--- src/rtl/cwwppb_bus_pkg.sv ---
// Shared constants for the cwwppb system-bus arbiter: master indices,
// FSM state encoding and the default slave watchdog period.
package cwwppb_bus_pkg;

    localparam int NUM_MASTERS = 3;

    localparam logic [1:0] M_CORE = 2'd0;
    localparam logic [1:0] M_JTAG = 2'd1;
    localparam logic [1:0] M_UART = 2'd2;

    localparam int DEFAULT_TIMEOUT = 255;

    typedef enum logic {
        ST_IDLE = 1'b0,
        ST_BUSY = 1'b1
    } state_t;

endpackage

--- src/rtl/cwwppb_prio_enc.sv ---
// Combinational 3-to-2 fixed-priority encoder: the highest set request bit
// wins; valid_o flags that at least one request is present.
module cwwppb_prio_enc
    import cwwppb_bus_pkg::*;
(
    input  logic [NUM_MASTERS-1:0] req_i,
    output logic [1:0]             idx_o,
    output logic                   valid_o
);

    always_comb begin
        idx_o = M_CORE;
        if (req_i[M_UART]) begin
            idx_o = M_UART;
        end else if (req_i[M_JTAG]) begin
            idx_o = M_JTAG;
        end
    end

    assign valid_o = |req_i;

endmodule

--- src/rtl/cwwppb_bus_arbiter.sv ---
// Three-master fixed-priority arbiter for the cwwppb system bus with a slave
// watchdog and a core stall request while a debug master owns the bus.
module cwwppb_bus_arbiter
    import cwwppb_bus_pkg::*;
#(
    parameter int ADDR_W  = 32,
    parameter int DATA_W  = 32,
    parameter int TIMEOUT = DEFAULT_TIMEOUT
) (
    input  logic                          clk,
    input  logic                          rst,
    input  logic [NUM_MASTERS-1:0]        m_req,
    input  logic [NUM_MASTERS-1:0]        m_we,
    input  logic [NUM_MASTERS*ADDR_W-1:0] m_addr,
    input  logic [NUM_MASTERS*DATA_W-1:0] m_wdata,
    output logic [DATA_W-1:0]             m_rdata,
    output logic [NUM_MASTERS-1:0]        m_ack,
    output logic                          m_err,
    output logic                          s_req,
    output logic                          s_we,
    output logic [ADDR_W-1:0]             s_addr,
    output logic [DATA_W-1:0]             s_wdata,
    input  logic [DATA_W-1:0]             s_rdata,
    input  logic                          s_ack,
    output logic [1:0]                    grant,
    output logic                          busy,
    output logic                          hold_core
);

    localparam int               CNT_W    = $clog2(TIMEOUT + 1);
    localparam logic [CNT_W-1:0] CNT_LAST = CNT_W'(TIMEOUT - 1);
    localparam logic [CNT_W-1:0] CNT_SAT  = CNT_W'(TIMEOUT);

    state_t           state_q;
    logic [1:0]       grant_q;
    logic [CNT_W-1:0] cnt_q;

    logic [1:0]        pick_idx;
    logic              pick_vld;
    logic              is_busy;
    logic              sel_req;
    logic              sel_we;
    logic [ADDR_W-1:0] sel_addr;
    logic [DATA_W-1:0] sel_wdata;
    logic              ack_hit;
    logic              tmo_hit;
    logic              abort_hit;

    cwwppb_prio_enc u_prio_enc (
        .req_i   (m_req),
        .idx_o   (pick_idx),
        .valid_o (pick_vld)
    );

    assign is_busy = (state_q == ST_BUSY);

    always_comb begin
        sel_req   = m_req[0];
        sel_we    = m_we[0];
        sel_addr  = m_addr[0 +: ADDR_W];
        sel_wdata = m_wdata[0 +: DATA_W];
        case (grant_q)
            M_JTAG: begin
                sel_req   = m_req[1];
                sel_we    = m_we[1];
                sel_addr  = m_addr[ADDR_W +: ADDR_W];
                sel_wdata = m_wdata[DATA_W +: DATA_W];
            end
            M_UART: begin
                sel_req   = m_req[2];
                sel_we    = m_we[2];
                sel_addr  = m_addr[2*ADDR_W +: ADDR_W];
                sel_wdata = m_wdata[2*DATA_W +: DATA_W];
            end
            default: ;
        endcase
    end

    // A slave ack wins over the watchdog; a withdrawn request ends silently.
    assign ack_hit   = is_busy && s_ack;
    assign tmo_hit   = is_busy && sel_req && !s_ack && (cnt_q == CNT_LAST);
    assign abort_hit = is_busy && !sel_req && !s_ack;

    always_comb begin
        m_ack = '0;
        if (ack_hit || tmo_hit) begin
            m_ack[grant_q] = 1'b1;
        end
    end

    assign m_err     = tmo_hit;
    assign m_rdata   = ack_hit ? s_rdata : '0;
    assign s_req     = is_busy && sel_req;
    assign s_we      = is_busy && sel_we;
    assign s_addr    = is_busy ? sel_addr : '0;
    assign s_wdata   = is_busy ? sel_wdata : '0;
    assign grant     = grant_q;
    assign busy      = is_busy;
    assign hold_core = !rst && (is_busy ? (grant_q != M_CORE)
                                        : (m_req[M_JTAG] || m_req[M_UART]));

    always_ff @(posedge clk or posedge rst) begin
        if (rst) begin
            state_q <= ST_IDLE;
            grant_q <= M_CORE;
            cnt_q   <= '0;
        end else begin
            case (state_q)
                ST_IDLE: begin
                    if (pick_vld) begin
                        state_q <= ST_BUSY;
                        grant_q <= pick_idx;
                        cnt_q   <= '0;
                    end
                end
                ST_BUSY: begin
                    if (ack_hit || tmo_hit || abort_hit) begin
                        state_q <= ST_IDLE;
                        grant_q <= M_CORE;
                    end else if (cnt_q != CNT_SAT) begin
                        cnt_q <= cnt_q + 1'b1;
                    end
                end
                default: begin
                    state_q <= ST_IDLE;
                    grant_q <= M_CORE;
                end
            endcase
        end
    end

endmodule

--- config.mk ---
export PLATFORM = sky130hd
export DESIGN_NAME = cwwppb_bus_arbiter
export DESIGN_NICKNAME = d
export VERILOG_FILES = /design/src/rtl/cwwppb_bus_pkg.sv /design/src/rtl/cwwppb_prio_enc.sv /design/src/rtl/cwwppb_bus_arbiter.sv
export SDC_FILE = /design/constraint.sdc
export NUM_CORES = 1
export LEC_CHECK = 0
export BUFFER_PORTS_ARGS = -buffer_cell sky130_fd_sc_hd__buf_4
export CORE_AREA = 2 2 130 132
export DETAILED_ROUTE_END_ITERATION = 12
export DIE_AREA = 0 0 132 134
export PLACE_DENSITY_LB_ADDON = 0.3
export RECOVER_POWER = 50
export SLEW_MARGIN = 25
export SYNTH_ARGS = -nofsm -noshare
export SYNTH_HDL_FRONTEND = slang
export SYNTH_SLANG_ARGS = --single-unit
--- constraint.sdc ---
create_clock -name clk -period 3.3 [get_ports clk]
set_clock_uncertainty 0.1 [all_clocks]
set_input_delay 0.33 -clock clk [delete_from_list [all_inputs] [get_ports clk]]
set_output_delay 0.33 -clock clk [all_outputs]
set_load 0.03 [all_outputs]
# Word-level counts from Yosys, hierarchy flattened
# Cells that the tools add are included.
# W data, S select, Z words.
[classes] n_addsub=1 reduce_logical=19 n_bitwise=1 n_lt_le_gt_ge=2 mux=23 n_eq_ne=8
[op_table] operator="$pmux W32 S2" count=2
[op_table] operator="$mux W32" count=3
[op_table] operator="$mux W8" count=3
[op_table] operator="$pmux W8 S2" count=1
[op_table] operator="$logic_and A1 B1 Y1" count=9
[op_table] operator="$add A8 B1 Y8 const B" count=1
[op_table] operator="$eq A8 B8 Y1 const B" count=1
[op_table] operator="$ne A8 B8 Y1 const B" count=1
[op_table] operator="$mux W2" count=3
[op_table] operator="$pmux W1 S2" count=3
[op_table] operator="$mux W1" count=5
[op_table] operator="$ne A2 B1 Y1 const B" count=2
[op_table] operator="$ne A2 B2 Y1 const B" count=2
[op_table] operator="$pmux W2 S2" count=1
[op_table] operator="$logic_not A1 Y1" count=3
[op_table] operator="$logic_or A1 B1 Y1" count=3
[op_table] operator="$lt A2 B3 Y1 const B" count=1
[op_table] operator="$mux W3" count=1
[op_table] operator="$reduce_and A3 Y1" count=1
[op_table] operator="$reduce_or A3 Y1" count=1
[op_table] operator="$demux W1 S2" count=1
[op_table] operator="$eq A2 B1 Y1 const B" count=1
[op_table] operator="$eq A2 B2 Y1 const B" count=1
[op_table] operator="$ge A2 B1 Y1 const B" count=1
[op_table] operator="other kinds (3)" count=3
[word_totals] regBits=11 word_cells=57 output_inout_bits=106 in_bits=233

# Depth between registers and ports, before layout
# Gate-level depths: netlist of the first run.
[depth] depth_word=9 depth_mapped=8 mapped_depth_nobuf=6

# Hierarchy
# From an unflattened synthesis of the first run, not the netlist that was laid out.
[hier_totals] cells_unflattened=349 hier_area_um2=2467.4
[modules_own_cells] module="cwwppb_bus_arbiter" cells_per_inst=346 seq_area_each_um2=275.3 area_per_inst_um2=2447.3 n_inst=1
[modules_own_cells] module="cwwppb_prio_enc" cells_per_inst=3 seq_area_each_um2=0.0 area_per_inst_um2=20.0 n_inst=1

# Least setup slack after synthesis of the first run
# OpenSTA, ideal clock, no wires.
[synth_path] path_type="register -> output" from="register grant_q[0], in the netlist grant[0]" to="output s_wdata[16]" t_required_ns=2.870 n_path_buf=3 path_stages_with_launch=8 arrival_time_ns=2.472 path_slack_ns=0.398 path_cell_list="dfrtp_1 inv_1 ha_1 buf_2 clkbuf_1 buf_1 nor2_1 a211oi_1"
[synth_between] elab_chain_cells=3 word_cells_on_any_way=4 classes_between="eq/ne: 2; mux: 2"
[synth_rtl] element="from (decl)" line_no="cwwppb_bus_arbiter.sv:35" rtl="logic [1:0] grant_q;"
[synth_rtl] element="from (signal assigned)" line_no="cwwppb_bus_arbiter.sv:112" rtl="grant_q <= pick_idx;"
[synth_rtl] element="$eq A2 B2 Y1 / $eq A2 B1 Y1 (equally long branches)" line_no="cwwppb_bus_arbiter.sv:62" rtl="case (grant_q)"
[synth_rtl] element="$pmux W32 S2 *" line_no="cwwppb_bus_arbiter.sv:62"
[synth_rtl] element="$mux W32 *" line_no="cwwppb_bus_arbiter.sv:96" rtl="assign s_wdata = is_busy ? sel_wdata : '0;"
[synth_rtl] element="to (decl)" line_no="cwwppb_bus_arbiter.sv:22" rtl="output logic [DATA_W-1:0] s_wdata,"
# Mark *: on every way between the ends. The rest lies on a longest branch, timed or not.

# Final worst setup path of the first run
[layout_path] from="register grant_q[0], in the netlist grant[0]" to="output s_wdata[29]"
# Same word-level chain as after synthesis.

==> results.toml, run 1 <==
[global_routing]
grt_pass1_wl_mm = 20.6
grt_pass1_vias = 3901
grt_overflow_total = 0
antenna_found_initial = 0
grt_max_degree = 116
track_usage = 0.142

[setup_path]
crit_type = "reg -> out"
critPathArrivalTime_ns = 2.47
critPathRequiredTime_ns = 2.87
crit_path_end_kind = "output pin"
startpoint_type = "register"
critPathSlowestCell = "a211oi_1"
slowest_delay_ns = 0.44
path_cells = "inv_1 > ha_4 > buf_12 > nor2_1 > a211oi_1 > buf_4"
cp_max_fo = 115

[yosys]
yosysWarningCount = 0
synth.area.top_cells = "a211oi_1 (21%), a22oi_1 (21%), dfrtp_1 (12%)"
syn-cell-area_sq_um = 2320
synth.mux.area_fraction = 0.00863
ys.flop_type = "dfrtp_1"
syn_avg_cell_area_sq_um = 6.59
yosysTopAreaCellShare = 0.214
synth-compound-area-share = 0.494
synthCells = 352
synth_cell_types = 33
synth_edf_count = 0
seq_area_frac_synth = 0.119
synth_xor_area_frac = 0
ys_ff_latch = 11
synth_top_area_cell = "a211oi_1"
synthAdderAreaFrac = 0.0270
synthesis.nets = 590
synth_top_family_by_area = "compound AO/OA/AOI/OAI gates"
async_flop_share = 1.00
yosys.area_share.simple = 0.266

[sta]
relSlewSlack = -0.0346
rsz0062_at_grt = "no"
tns_ns = 0
period_minus_slack_ns = 2.90
fin_crit_sh = 0.880
hold_ws_ns = -0.00850
final-setup-viol-count = 0
max_freq_mhz = 345
hold_viol_final = 11
worstMarginPinSlew_ns = 1.55
maxSlewViolCount = 46

[outcome]
status = "finished, violations left"
violations = "negative hold slack, max-capacitance violations, max-slew violations"

[clocking]
post-cts-setup-buffers = 0
cts-resized-gates = 0
cts_max_level = 1
cts-root-buf = "clkbuf_16"
cts_buffers = 3
clkLatencyLatePin_ns = 0.24
clockBufferDepth = 2
clkTransAtPathRegs_ns = 0.04
clock-sinks = 11
tritoncts = "yes"
hold_buffers = 0

[pwr]
p_clk_frac = 0.050
pwr-share-comb = 0.901
swShare = 0.616
p_int_mw = 1.72
finalPower_mw = 4.48
peakVddDrop_uv = 459
switching_power_mw = 2.76
power_density_nw_per_um2 = 898
seq_power_share = 0.050
leakage_nw = 2.38

[run]
cap_violations = 1

[floorplanning]
dieArea_sq_um = 17700
rows = 47
core_sq_um = 16300
initial_core_util = 0.142
die_h_um = 134
io_pins = 339
die_w_um = 132

[detailed_routing]
wl_mm = 13.9
routedWlPerCell_um = 15.8
drc = 0
vias_per_cell = 4.60
detail-route-antenna-nets = 0
drt_iter0_drc = 207
drtPass1Iterations = 4
vias = 4028

[placement]
place_congestion = 0.777
dp.final_hpwl_mm = 10.6
io_buffers = 338
placed_cells = 871

[final_layout]
layout-drive-gt1-share = 0.473
instances_no_fill = 875
syn2layout_area_growth_pct = 115
nNetsFinal = 894
antenna-diode-count = 0
fin_util = 0.306

[hold_path]
hp-class = "in -> async"
sequential cells by signal, indices dropped and copies added (netlist names):
signal	flops
cnt_q	8
busy	1
grant	2
layout by cell type (no fill, tap or decap), types with 2 or more instances in the layout:
cell | netlist | routed
clkbuf_16 | 0 | 3
and4_1 | 2 | 2
ha_2 | 0 | 2
buf_12 | 0 | 3
o211ai_1 | 3 | 3
clkbuf_1 | 33 | 42
a21oi_1 | 3 | 3
inv_1 | 6 | 6
nor4_1 | 2 | 2
a21o_1 | 2 | 2
buf_4 | 0 | 299
a22oi_1 | 66 | 66
o41ai_1 | 3 | 3
nor2_1 | 69 | 69
ha_1 | 5 | 2
nand2_1 | 7 | 7
nor3_1 | 2 | 2
mux2i_1 | 2 | 2
o21ai_0 | 2 | 2
dfrtp_1 | 11 | 11
and2_1 | 2 | 2
and3_1 | 35 | 35
nand3_1 | 8 | 8
a211oi_1 | 66 | 66
power by group through the flow:
stage / sequential [mW] / combinational (mW) / clock [mW]
after floorplan: 0.240 / 2.59 / 0
after global placement: 0.222 / 4.18 / 0
after detailed placement: 0.221 / 4.15 / 0
after CTS: 0.221 / 4.16 / 0.228
after global routing: 0.231 / 4.31 / 0.232
final: 0.222 / 4.03 / 0.223
Yosys cell counts (2+ instances only):
master / number
nor2_1: 69
a211oi_1: 66
a22oi_1: 66
and3_1: 35
clkbuf_1: 33
dfrtp_1: 11
buf_1: 9
nand3_1: 8
nand2_1: 7
inv_1: 6
ha_1: 5
a21oi_1: 3
buf_2: 3
o211ai_1: 3
o41ai_1: 3
a21o_1: 2
and2_1: 2
and4_1: 2
mux2i_1: 2
nor3_1: 2
nor4_1: 2
o21ai_0: 2
area by class of cell:
cell class                 instances  area, sq um
clock buffer                       4         78.8
fill                            1843        11300
sequential                        11          275
timing repair buffer             344         2460
tap                              220          275
multi-input combinational        289         1860
inverter                           7         26.3
final timing paths:
| kind | slack [ns] | start | to | depth (start not counted) |
|---|---|---|---|---|
| worst max-delay path | 0.40 | grant[0] | s_wdata[29] | 6 |
| worst min-delay path | -0.008 | rst | cnt_q[7] | 2 |
| worst max register to register | 0.91 | grant[0] | cnt_q[5] | 6 |
| worst min register to register | 0.38 | cnt_q[5] | cnt_q[5] | 1 |
| max in group asynchronous | 2.80 | rst | cnt_q[1] | 2 |
| min in group clk | 0.28 | m_req[2] | grant[1] | 2 |
metrics by stage:
| step | cell area (sq um) | setup WS, ns |
|---|---|---|
| 2_1_floorplan | 2320 | 0.398 |
| 3_3_place_gp | 5060 | 0.609 |
| 3_5_place_dp | 5060 | 0.607 |
| 4_1_cts | 5140 | 0.349 |
| 5_1_grt | 4980 | 0.132 |
| 6_report | 4980 | 0.397 |
cell families (layout without fill, tap and decap cells):
logic type | count (synthesis) | after routing
AOI/OAI and AO/OA | 152 | 152
adders and majority gates | 5 | 5
and+or+nand+nor | 130 | 130
muxes | 2 | 2
buffers and inverters | 52 | 355
DFF | 11 | 11
per-layer routing:
layer	vias up	routed length, um	global-route usage
li1	1987	-	-
met4	0	276	0.0368
met3	17	1180	0.0261
met5	-	0	0
met2	227	6950	0.261
met1	1797	5450	0.168
critical path, delay by kind of cell (launching register included):
| family | cells | cell delay, ns |
|---|---|---|
| AOI/OAI and AO/OA | 1 | 0.44 |
| adders and majority gates | 1 | 0.42 |
| buffers and inverters | 3 | 0.75 |
| DFF | 1 | 0.41 |
| and+or+nand+nor | 1 | 0.11 |
No activity file was read; power rests on OpenSTA's default activity.
==> run 2, diff against run 1 <==
--- a/config.mk
+++ b/config.mk
@@ -6,9 +6,9 @@
 export NUM_CORES = 1
 export LEC_CHECK = 0
 export BUFFER_PORTS_ARGS = -buffer_cell sky130_fd_sc_hd__buf_4
-export CORE_AREA = 2 2 130 132
+export CORE_AREA = 2 2 131 133
 export DETAILED_ROUTE_END_ITERATION = 12
-export DIE_AREA = 0 0 132 134
+export DIE_AREA = 0 0 133 135
 export PLACE_DENSITY_LB_ADDON = 0.3
 export RECOVER_POWER = 50
 export SLEW_MARGIN = 25
==> constraint.sdc (replaced) <==
create_clock -name clk -period 3.2 [get_ports clk]
set_clock_uncertainty 0.1 [all_clocks]
set_input_delay 0.32 -clock clk [delete_from_list [all_inputs] [get_ports clk]]
set_output_delay 0.32 -clock clk [all_outputs]
set_load 0.03 [all_outputs]
==> run 2 against run 1 <==
The flow still finishes with violations (negative hold slack, max-capacitance violations, max-slew violations). First-iteration DRC count shrank 29%. Core utilization shrank 0.17 points. Power grew 3.7%. Via count grew 1.0%. Global-route usage is essentially flat. Non-clock buffer count grew 4. Worst setup slack lost 0.068 ns. Critical path depth is the same. Combinational power grew 4%. Cell count grew 0.46%. Critical path type unchanged. Critical endpoint is now m_err.
==> results.toml, run 2 (synthesis results as in run 1) <==
[placement]
dp.final_hpwl_mm = 11.1
placed_area_sq_um = 5090
placed_cells = 875
place_congestion = 0.759
io_buffers = 338
place_ws_ns = 0.540

[sta]
final-setup-viol-count = 0
hold_ws_ns = -0.00596
relSlewSlack = -0.0456
maxSlewViolCount = 46
hold_viol_final = 8
fin_crit_sh = 0.897
worstMarginPinSlew_ns = 1.57
worst_slack_ns = 0.330
rsz0062_at_grt = "no"
period_minus_slack_ns = 2.87
tns_ns = 0
max_freq_mhz = 348

[hold_path]
hp-class = "in -> async"

[clocking]
clock-sinks = 11
clkTransAtPathRegs_ns = 0.04
cts-resized-gates = 0
tritoncts = "yes"
cts_max_level = 1
cts_buffers = 3
clkLatencyLatePin_ns = 0.24
clockBufferDepth = 2
hold_buffers = 0
post-cts-setup-buffers = 0
cts-root-buf = "clkbuf_16"

[floorplanning]
die_h_um = 135
rows = 47
dieArea_sq_um = 18000
initial_core_util = 0.141
die_w_um = 133
io_pins = 339
core_sq_um = 16400

[setup_path]
r2r-start = "grant[0]"
path_delay_family = "compound AO/OA/AOI/OAI gates"
path_cells = "inv_1 > ha_4 > nor2_1 > a2111oi_0 > and2_1 > buf_4"
critPathSlowestCell = "a2111oi_0"
cp_max_fo = 31
critPathArrivalTime_ns = 2.45
crit_path_end_kind = "output pin"
critPathBufInv = 2
ff2ff_path_depth = 6
slowest_delay_ns = 0.71
startpoint_type = "register"
timing.reg2reg.setup_slack_ns = 0.71
crit_type = "reg -> out"
critPathRequiredTime_ns = 2.78
reg2reg_to = "cnt_q[3]"

[final_layout]
layout-drive-gt1-share = 0.467
final_common_cell = "buf_4"
fin_util = 0.304
final_cell_mix = "buf_4 (296), nor2_1 (69), a22oi_1 (66), a211oi_1 (66), clkbuf_1 (49)"
nNetsFinal = 898
syn2layout_area_growth_pct = 115
largest_reg_flops = 8
instances_no_fill = 879
fin_area_sq_um = 4990
antenna-diode-count = 0
largest_register = "cnt_q"

[detailed_routing]
detail-route-antenna-nets = 0
vias_per_cell = 4.63
vias = 4069
routedWlPerCell_um = 16.2
drt_iter0_drc = 148
wl_mm = 14.2
drc = 0
drtPass1Iterations = 7

[global_routing]
grt_max_degree = 67
grt_overflow_total = 0
grt_pass1_wl_mm = 20.5
track_usage = 0.142
grt_pass1_vias = 3841
antenna_found_initial = 0

[pwr]
power_density_nw_per_um2 = 930
finalPower_mw = 4.64
leakage_nw = 2.37
peakVddDrop_uv = 490

[outcome]
status = "finished, violations left"
violations = "negative hold slack, max-capacitance violations, max-slew violations"

[run]
cap_violations = 1
run 2: layer usage:
layer  GRT usage  routed length, um  vias to the layer above
li1            -                  -                     1999
met4      0.0245                145                        0
met2       0.265               7190                      233
met1       0.167               5670                     1824
met3      0.0312               1240                       13
met5           0                  0                        -
run 2: report_power, final:
group	internal, mW	switching [mW]	total [mW]	leakage (nW)
Sequential	0.178	0.0520	0.230	0.148
Combinational	1.42	2.75	4.18	2.19
Clock	0.168	0.0661	0.234	0.0382
Total	1.77	2.87	4.64	2.37
run 2: how the worst max path moves through the flow:
| stage | from | endpoint | slack [ns] | depth (start not counted) |
|---|---|---|---|---|
| finish | grant[0] | m_err | 0.33 | 6 |
| CTS | grant[0] | m_err | 0.28 | 6 |
| detailed placement | grant[0] | m_err | 0.54 | 6 |
| global placement | grant[0] | m_err | 0.55 | 6 |
| floorplan | grant[0] | s_wdata[16] | 0.31 | 7 |
| global route | busy | m_rdata[8] | 0.12 | 3 |
run 2: area by class of cell:
cell class	instances	area, sq um
fillers	1845	11400
flip-flops and latches	11	275
repair buffers	348	2470
clock buffers	4	78.8
multi-input cells	289	1870
inverters	7	26.3
well taps	220	275
run 2: worst reg2reg max path, delay by kind of cell, from the launching register on:
family | cells | cell delay, ns
compound gates | 1 | 0.58
fa+ha+maj | 1 | 0.50
buf+inv | 1 | 0.11
flops | 1 | 0.39
simple gates | 3 | 0.74
